--- src/rtl/pipe_hazard_ctrl.sv ---
`default_nettype none
// ============================================================================
// Module   : pipe_hazard_ctrl
// Purpose  : Central hazard controller for a 5-stage RV32 pipeline.
//            - ID-stage forwarding enables/selects (EX > MEM > WB priority)
//            - load-use bubble insertion
//            - branch/jump redirect flushes
//            - MUL/DIV sequencing with front-end freeze and timeout release
// Ports    : clk, rst_n (async, active low)
//            ID sources : rs1_id_i, rs2_id_i, rs1_used_id_i, rs2_used_id_i
//            Writers    : wr_ex_i/rf_we_ex_i/wd_sel_ex_i, wr_mem_i/rf_we_mem_i,
//                         wr_wb_i/rf_we_wb_i
//            Control in : redirect_ex_i, md_req_ex_i, md_done_i
//            Control out: stall_pc_o, stall_if_id_o, flush_if_id_o,
//                         flush_id_ex_o, stall_id_ex_o, bubble_ex_mem_o,
//                         md_start_o
//            Forwarding : fwd_rD1e_o/fwd_rD1_sel_o, fwd_rD2e_o/fwd_rD2_sel_o
//            Status     : md_timeout_o (sticky), stall_cnt_o
// Revision : 1.0 - initial release
// ============================================================================
module pipe_hazard_ctrl #(
  parameter int         MD_TIMEOUT  = 64,
  parameter logic [1:0] WD_SEL_LOAD = 2'b01
) (
  input  logic        clk,
  input  logic        rst_n,
  input  logic [4:0]  rs1_id_i,
  input  logic [4:0]  rs2_id_i,
  input  logic        rs1_used_id_i,
  input  logic        rs2_used_id_i,
  input  logic [4:0]  wr_ex_i,
  input  logic        rf_we_ex_i,
  input  logic [1:0]  wd_sel_ex_i,
  input  logic [4:0]  wr_mem_i,
  input  logic        rf_we_mem_i,
  input  logic [4:0]  wr_wb_i,
  input  logic        rf_we_wb_i,
  input  logic        redirect_ex_i,
  input  logic        md_req_ex_i,
  input  logic        md_done_i,
  output logic        stall_pc_o,
  output logic        stall_if_id_o,
  output logic        flush_if_id_o,
  output logic        flush_id_ex_o,
  output logic        stall_id_ex_o,
  output logic        bubble_ex_mem_o,
  output logic        md_start_o,
  output logic        fwd_rD1e_o,
  output logic [1:0]  fwd_rD1_sel_o,
  output logic        fwd_rD2e_o,
  output logic [1:0]  fwd_rD2_sel_o,
  output logic        md_timeout_o,
  output logic [31:0] stall_cnt_o
);

  localparam int         CW         = (MD_TIMEOUT > 1) ? $clog2(MD_TIMEOUT) : 1;
  localparam logic [CW-1:0] C_CNT_LAST = CW'(MD_TIMEOUT - 1);

  localparam logic [1:0] MD_IDLE = 2'd0;
  localparam logic [1:0] MD_BUSY = 2'd1;
  localparam logic [1:0] MD_DONE = 2'd2;

  localparam logic [1:0] SEL_EX  = 2'b00;
  localparam logic [1:0] SEL_MEM = 2'b01;
  localparam logic [1:0] SEL_WB  = 2'b10;

  logic [1:0]    state_q, state_d;
  logic [CW-1:0] md_cnt_q, md_cnt_d;
  logic          md_start_q, md_start_d;
  logic          md_timeout_q, md_timeout_d;
  logic [31:0]   stall_cnt_q, stall_cnt_d;
  logic          w_lu;
  logic          w_ex_fwd_ok;

  // A load's data is not available in EX, so it is excluded from EX matches.
  assign w_ex_fwd_ok = rf_we_ex_i && (wd_sel_ex_i != WD_SEL_LOAD);

  // --------------------------------------------------------------------------
  // Forwarding
  // --------------------------------------------------------------------------
  always_comb begin
    fwd_rD1e_o    = 1'b0;
    fwd_rD1_sel_o = SEL_EX;
    if (rs1_used_id_i && (rs1_id_i != 5'd0)) begin
      if (w_ex_fwd_ok && (wr_ex_i == rs1_id_i)) begin
        fwd_rD1e_o = 1'b1; fwd_rD1_sel_o = SEL_EX;
      end else if (rf_we_mem_i && (wr_mem_i == rs1_id_i)) begin
        fwd_rD1e_o = 1'b1; fwd_rD1_sel_o = SEL_MEM;
      end else if (rf_we_wb_i && (wr_wb_i == rs1_id_i)) begin
        fwd_rD1e_o = 1'b1; fwd_rD1_sel_o = SEL_WB;
      end
    end
  end

  always_comb begin
    fwd_rD2e_o    = 1'b0;
    fwd_rD2_sel_o = SEL_EX;
    if (rs2_used_id_i && (rs2_id_i != 5'd0)) begin
      if (w_ex_fwd_ok && (wr_ex_i == rs2_id_i)) begin
        fwd_rD2e_o = 1'b1; fwd_rD2_sel_o = SEL_EX;
      end else if (rf_we_mem_i && (wr_mem_i == rs2_id_i)) begin
        fwd_rD2e_o = 1'b1; fwd_rD2_sel_o = SEL_MEM;
      end else if (rf_we_wb_i && (wr_wb_i == rs2_id_i)) begin
        fwd_rD2e_o = 1'b1; fwd_rD2_sel_o = SEL_WB;
      end
    end
  end

  // Load-use: the load's data only exists after MEM, so ID must wait a cycle.
  assign w_lu = rf_we_ex_i && (wd_sel_ex_i == WD_SEL_LOAD) && (wr_ex_i != 5'd0) &&
                ((rs1_used_id_i && (rs1_id_i == wr_ex_i)) ||
                 (rs2_used_id_i && (rs2_id_i == wr_ex_i)));

  // --------------------------------------------------------------------------
  // MUL/DIV FSM: state register
  // --------------------------------------------------------------------------
  always_ff @(posedge clk or negedge rst_n) begin
    if (!rst_n) begin
      state_q      <= MD_IDLE;
      md_cnt_q     <= '0;
      md_start_q   <= 1'b0;
      md_timeout_q <= 1'b0;
      stall_cnt_q  <= '0;
    end else begin
      state_q      <= state_d;
      md_cnt_q     <= md_cnt_d;
      md_start_q   <= md_start_d;
      md_timeout_q <= md_timeout_d;
      stall_cnt_q  <= stall_cnt_d;
    end
  end

  // --------------------------------------------------------------------------
  // MUL/DIV FSM: next state
  // --------------------------------------------------------------------------
  always_comb begin
    state_d      = state_q;
    md_cnt_d     = md_cnt_q;
    md_start_d   = 1'b0;
    md_timeout_d = md_timeout_q;
    case (state_q)
      MD_IDLE: begin
        if (md_req_ex_i) begin
          state_d    = MD_BUSY;
          md_cnt_d   = '0;
          // Registered so the start pulse is a clean flop output in the
          // first BUSY cycle.
          md_start_d = 1'b1;
        end
      end
      MD_BUSY: begin
        md_cnt_d = md_cnt_q + 1'b1;
        if (md_done_i) begin
          state_d = MD_DONE;
        end else if (md_cnt_q == C_CNT_LAST) begin
          state_d      = MD_DONE;
          md_timeout_d = 1'b1;
        end
      end
      // DONE never samples md_req_ex_i: the same MUL/DIV is still in EX.
      MD_DONE: state_d = MD_IDLE;
      default: state_d = MD_IDLE;
    endcase
  end

  // --------------------------------------------------------------------------
  // MUL/DIV FSM: outputs (stall/flush)
  // --------------------------------------------------------------------------
  always_comb begin
    stall_pc_o      = 1'b0;
    stall_if_id_o   = 1'b0;
    flush_if_id_o   = 1'b0;
    flush_id_ex_o   = 1'b0;
    stall_id_ex_o   = 1'b0;
    bubble_ex_mem_o = 1'b0;
    if (state_q == MD_BUSY) begin
      // Freeze the front end and keep EX/MEM empty; lu/redirect are moot.
      stall_pc_o      = 1'b1;
      stall_if_id_o   = 1'b1;
      stall_id_ex_o   = 1'b1;
      bubble_ex_mem_o = 1'b1;
    end else if (redirect_ex_i) begin
      // The stalled ID instruction is on the wrong path anyway.
      flush_if_id_o = 1'b1;
      flush_id_ex_o = 1'b1;
    end else if (w_lu) begin
      stall_pc_o    = 1'b1;
      stall_if_id_o = 1'b1;
      flush_id_ex_o = 1'b1;
    end
  end

  assign stall_cnt_d  = stall_pc_o ? (stall_cnt_q + 32'd1) : stall_cnt_q;
  assign md_start_o   = md_start_q;
  assign md_timeout_o = md_timeout_q;
  assign stall_cnt_o  = stall_cnt_q;

endmodule
`default_nettype wire

--- config.mk ---
export PLATFORM = sky130hd
export DESIGN_NAME = pipe_hazard_ctrl
export DESIGN_NICKNAME = d
export VERILOG_FILES = /design/src/rtl/pipe_hazard_ctrl.sv
export SDC_FILE = /design/constraint.sdc
export NUM_CORES = 1
export LEC_CHECK = 0
export BUFFER_PORTS_ARGS = -buffer_cell sky130_fd_sc_hd__buf_2
export CORE_MARGIN = 4
export CORE_UTILIZATION = 46
export DETAILED_ROUTE_END_ITERATION = 10
export MAX_ROUTING_LAYER = met4
export PLACE_DENSITY = 0.76
export SYNTH_ARGS = -nofsm -noshare
export SYNTH_HDL_FRONTEND = slang
export SYNTH_SLANG_ARGS = --single-unit
--- constraint.sdc ---
create_clock -name clk -period 1.8 [get_ports clk]
set_input_delay 0.27 -clock clk [delete_from_list [all_inputs] [get_ports clk]]
set_output_delay 0.27 -clock clk [all_outputs]
set_load 0.01 [all_outputs]
==> summary.txt <==
Drt
  • Routed wire per std cell: 17.12 um
  • Drt pass-1 iters: 4
  • Via total after detailed routing: 2533
  • Via-to-Cell Ratio: 5.424
  • DRT antenna net count: 0
  • Routed WL: approximately 8000 um
  • DR iter-0 viols: 103
  • Residual DRC: 0

Status
  • Failing checks: negative setup slack
  • Status: complete, but fails checks

Setup path
  • Critical Path End Type: output pin
  • Element type at the critical path start: primary input
  • Crit-path cells: buf_6, or4_4, o2111ai_4, buf_6, o31ai_4, buf_12, buf_6
  • Setup crit start: wr_ex_i[2]
  • RR Endpoint: stall_cnt_o[18]$_DFFE_PN0P_
  • WS Path Type: primary input to output pin
  • Worst-path fanout max: 4
  • Worst Reg-to-Reg Cells: 7
  • Worst reg2reg setup slack: -10 ps
  • Critical Path RT: 1530 ps
  • Largest incremental delay on the critical path: approximately 560 ps
  • Worst path buffer plus inverter count: 4
  • Most used cell, CP: buf_6
  • Cell with the largest stage delay on the worst path: or4_4
  • CP top delay family: simple AND/OR/NAND/NOR gates
  • WP data arrival: 1640 ps
  • R2R Path Start: stall_cnt_o[9]$_DFFE_PN0P_

Floorplanning
  • Die width: around 83 um
  • Num rows: 26
  • Top-level I/O count: between 80 and 90
  • Starting Density: roughly half
  • Die area: 0.006834 mm2
  • Core area: 0.005270 mm2
  • Height of the die: 82.67 um

Synthesis
  • Adder-Cell Fraction of Synth Area: 0.9756%
  • Compound-Gate Fraction of Synth Area: 7.902%
  • Number of synthesized register bits: 42
  • Post-synth ARST share: 100.0%
  • Number of warnings issued by yosys: 0
  • Syn Area/Cell: 10.18 um2
  • Number of flops mapped to enable cells by yosys: 0
  • Top FF cell, synth: dfrtp_1
  • Library cells used by synthesis: 45
  • Syn Nets: ~290
  • Largest family of logic cells by synthesized area: simple AND/OR/NAND/NOR gates
  • Multiplexer share of the synthesized area: 0.4390%
  • Gate Count Post-Synth: 252
  • Post-synthesis sequential area ratio: 40.98%
  • Post-synthesis xor/xnor area fraction: 21.17%
  • Post-Synth Simple-Gate Area: 25.22%
  • Mapped Area: 0.002565 mm2

Place
  • Gpl congestion: 0.8230
  • I/O Buffers: 82
  • Final HPWL DP: 5224 um
  • Dpl cells: about 450

Cells and area
  • Commonest non-fill, non-tap cell in the layout: buf_2
  • Area of the multi-input gates: approximately 0.0017 mm2
  • Sequential Area: ~0.0011 mm2
  • Final-layout fill cell count: 361
  • Most frequent cells in the layout: 73 x buf_2, 48 x buf_4, 40 x dfrtp_1, 33 x xor2_1, 21 x xnor2_1
  • Number of antenna diodes: 0
  • Final nets: 435
  • Non-filler cells, final: roughly 470
  • Layout cell share with drive strength beyond 1: 50.63%
  • Area Growth Syn to Fin: 52.63%

Worst hold path
  • Hold Crit Depth: 2
  • Hold EP: state_q[0]$_DFFE_PN0P_
  • Critical hold path startpoint: md_done_i
  • Hold crit path type: primary input to register

GRT
  • Largest net degree at the start of global routing: 43
  • Vias in the first global route: 2413
  • GR Overflow Total: 0
  • Antenna violations before repair: 0
  • First-pass GRT wire length: 11100 um
  • Total GRT Usage: a little over a fifth

Timing
  • Setup ws final: -107.2 ps
  • # setup viols final: 10
  • Final Cycle Share: 106.0%
  • Min Tclk post-route: 1907 ps
  • Worst-Margin Slew: 693.9 ps
  • Clock Skew: 3.004 ps
  • Final Hold Fails: 0
  • Relative slew slack: 53.25%
  • Worst hold margin: roughly 170 ps
  • Count of final max-slew check failures: 0
  • Fmax: 0.5243 GHz
  • RSZ-0062 raised after global routing: yes

Clock network
  • TritonCTS clock tree: done
  • Worst-skew pair later-pin latency: between 200 and 300 ps
  • Number of H-tree levels: 2
  • Clk slew on worst S/H paths: 80 ps
  • Clock Sinks: 42
  • Clock Tree Root: clkbuf_8
  • Number of buffers created by CTS: 5
  • CTS Buffer Depth: 2

Power
  • Power per cell area: 766.7 mW/mm2
  • Maximum VDD drop: 0.5631 mV
  • P_leak: 1.961 nW

Flow run
  • Max-cap viol count: 0
==> final cells by class <==
cell class              instances  area share (%)
repair buffers                144           25.76
clock inverters                 2          0.3196
flip-flops and latches         42           26.91
multi-input cells             198           42.19
inverters                       5          0.4794
well taps                      70           2.237
clock buffers                   6           2.109
==> cells in the mapped netlist, types with 2 or more instances <==
| library cell | number | area share (%) |
|---|---|---|
| ha_1 | 2 | 0.98 |
| xnor2_1 | 21 | 7.2 |
| and2_1 | 2 | 0.49 |
| nor3b_2 | 2 | 0.98 |
| a21oi_1 | 2 | 0.39 |
| and3_1 | 8 | 2.0 |
| nand2_1 | 18 | 2.6 |
| nor3b_1 | 4 | 1.2 |
| nand4_1 | 14 | 3.4 |
| nor3_1 | 7 | 1.4 |
| buf_6 | 3 | 1.3 |
| o21ai_0 | 9 | 1.8 |
| buf_4 | 2 | 0.59 |
| nor3_4 | 2 | 1.3 |
| dfrtp_1 | 42 | 41 |
| inv_1 | 5 | 0.73 |
| xor2_1 | 41 | 14 |
| or4_1 | 3 | 0.88 |
| nand3_1 | 11 | 2.1 |
| nor2_1 | 20 | 2.9 |
| o31ai_1 | 2 | 0.59 |
| nor4_1 | 9 | 2.2 |
==> worst register-to-register path, cell delays in order, from the launching register on <==
cell and delay [ps]:
dfrtp_1 450, nand3_2 120, or3_4 430, nor4_4 150, a32oi_2 90, buf_6 160, nor3b_4 200, xor2_1 150
==> where the power goes <==
part	total (W)	internal, W	switching [W]
sequential	0.00116	0.00106	0.000106
clock	0.000650	0.000309	0.000341
combinational	0.00119	0.000566	0.000622
==> repair_timing <==
action                                  CTS  global route
hold buffers                              1             0
endpoints found under the hold margin    42             0
pin swaps                                 8            21
setup buffers                             5             7
endpoints found under the setup margin    9            24
resized for setup                        17            50
==> state kept, by name, indices dropped and copies added (netlist names) <==
register,count
md_cnt_q,6
state_q,2
stall_cnt_o,32
md_start_o,1
md_timeout_o,1
==> how the worst max path moves through the flow <==
stage | endpoint | slack [ps] | cells after the start
after floorplan | stall_cnt_o[18]$_DFFE_PN0P_ | 4 | 6
after global placement | stall_pc_o | -170 | 7
after detailed placement | stall_cnt_o[25]$_DFFE_PN0P_ | -200 | 8
after CTS | stall_if_id_o | -80 | 7
after global routing | fwd_rD1_sel_o[1] | -130 | 7
final | stall_pc_o | -110 | 7
==> stage by stage <==
step	TNS [ps]	power, W	util (%)	worst slack, ps	area, um2
after global routing	-1747	0.003151	74.29	-129.4	3915
after detailed placement	-4432	0.002177	64.46	-202.9	3397
after floorplan	0	0.001716	-	3.778	2574
after global placement	-3384	0.002140	64.46	-174.7	3397
final	-447.8	0.003002	74.29	-107.2	3915
after CTS	-214.8	0.002869	68.49	-77.70	3610
==> metal layers <==
metal  routed length (um)  share of wire (%)  global-route usage (%)
met1                 3208                 40                   25.94
met2                 4296                 54                   37.90
met3                  326                4.1                   4.013
met4                  164                2.1                   4.085
met5                    0                  0                       -
==> kinds of logic (layout without fill, tap and decap cells) <==
kind of cell               Yosys count  count (layout)
adders and majority gates            2               2
xor gates and xnor gates            62              62
DFF                                 42              42
AOI/OAI and AO/OA                   24              24
muxes                                1               1
buffers and inverters               12             157
and+or+nand+nor                    109             109
Power figures use the tool's default switching activity.
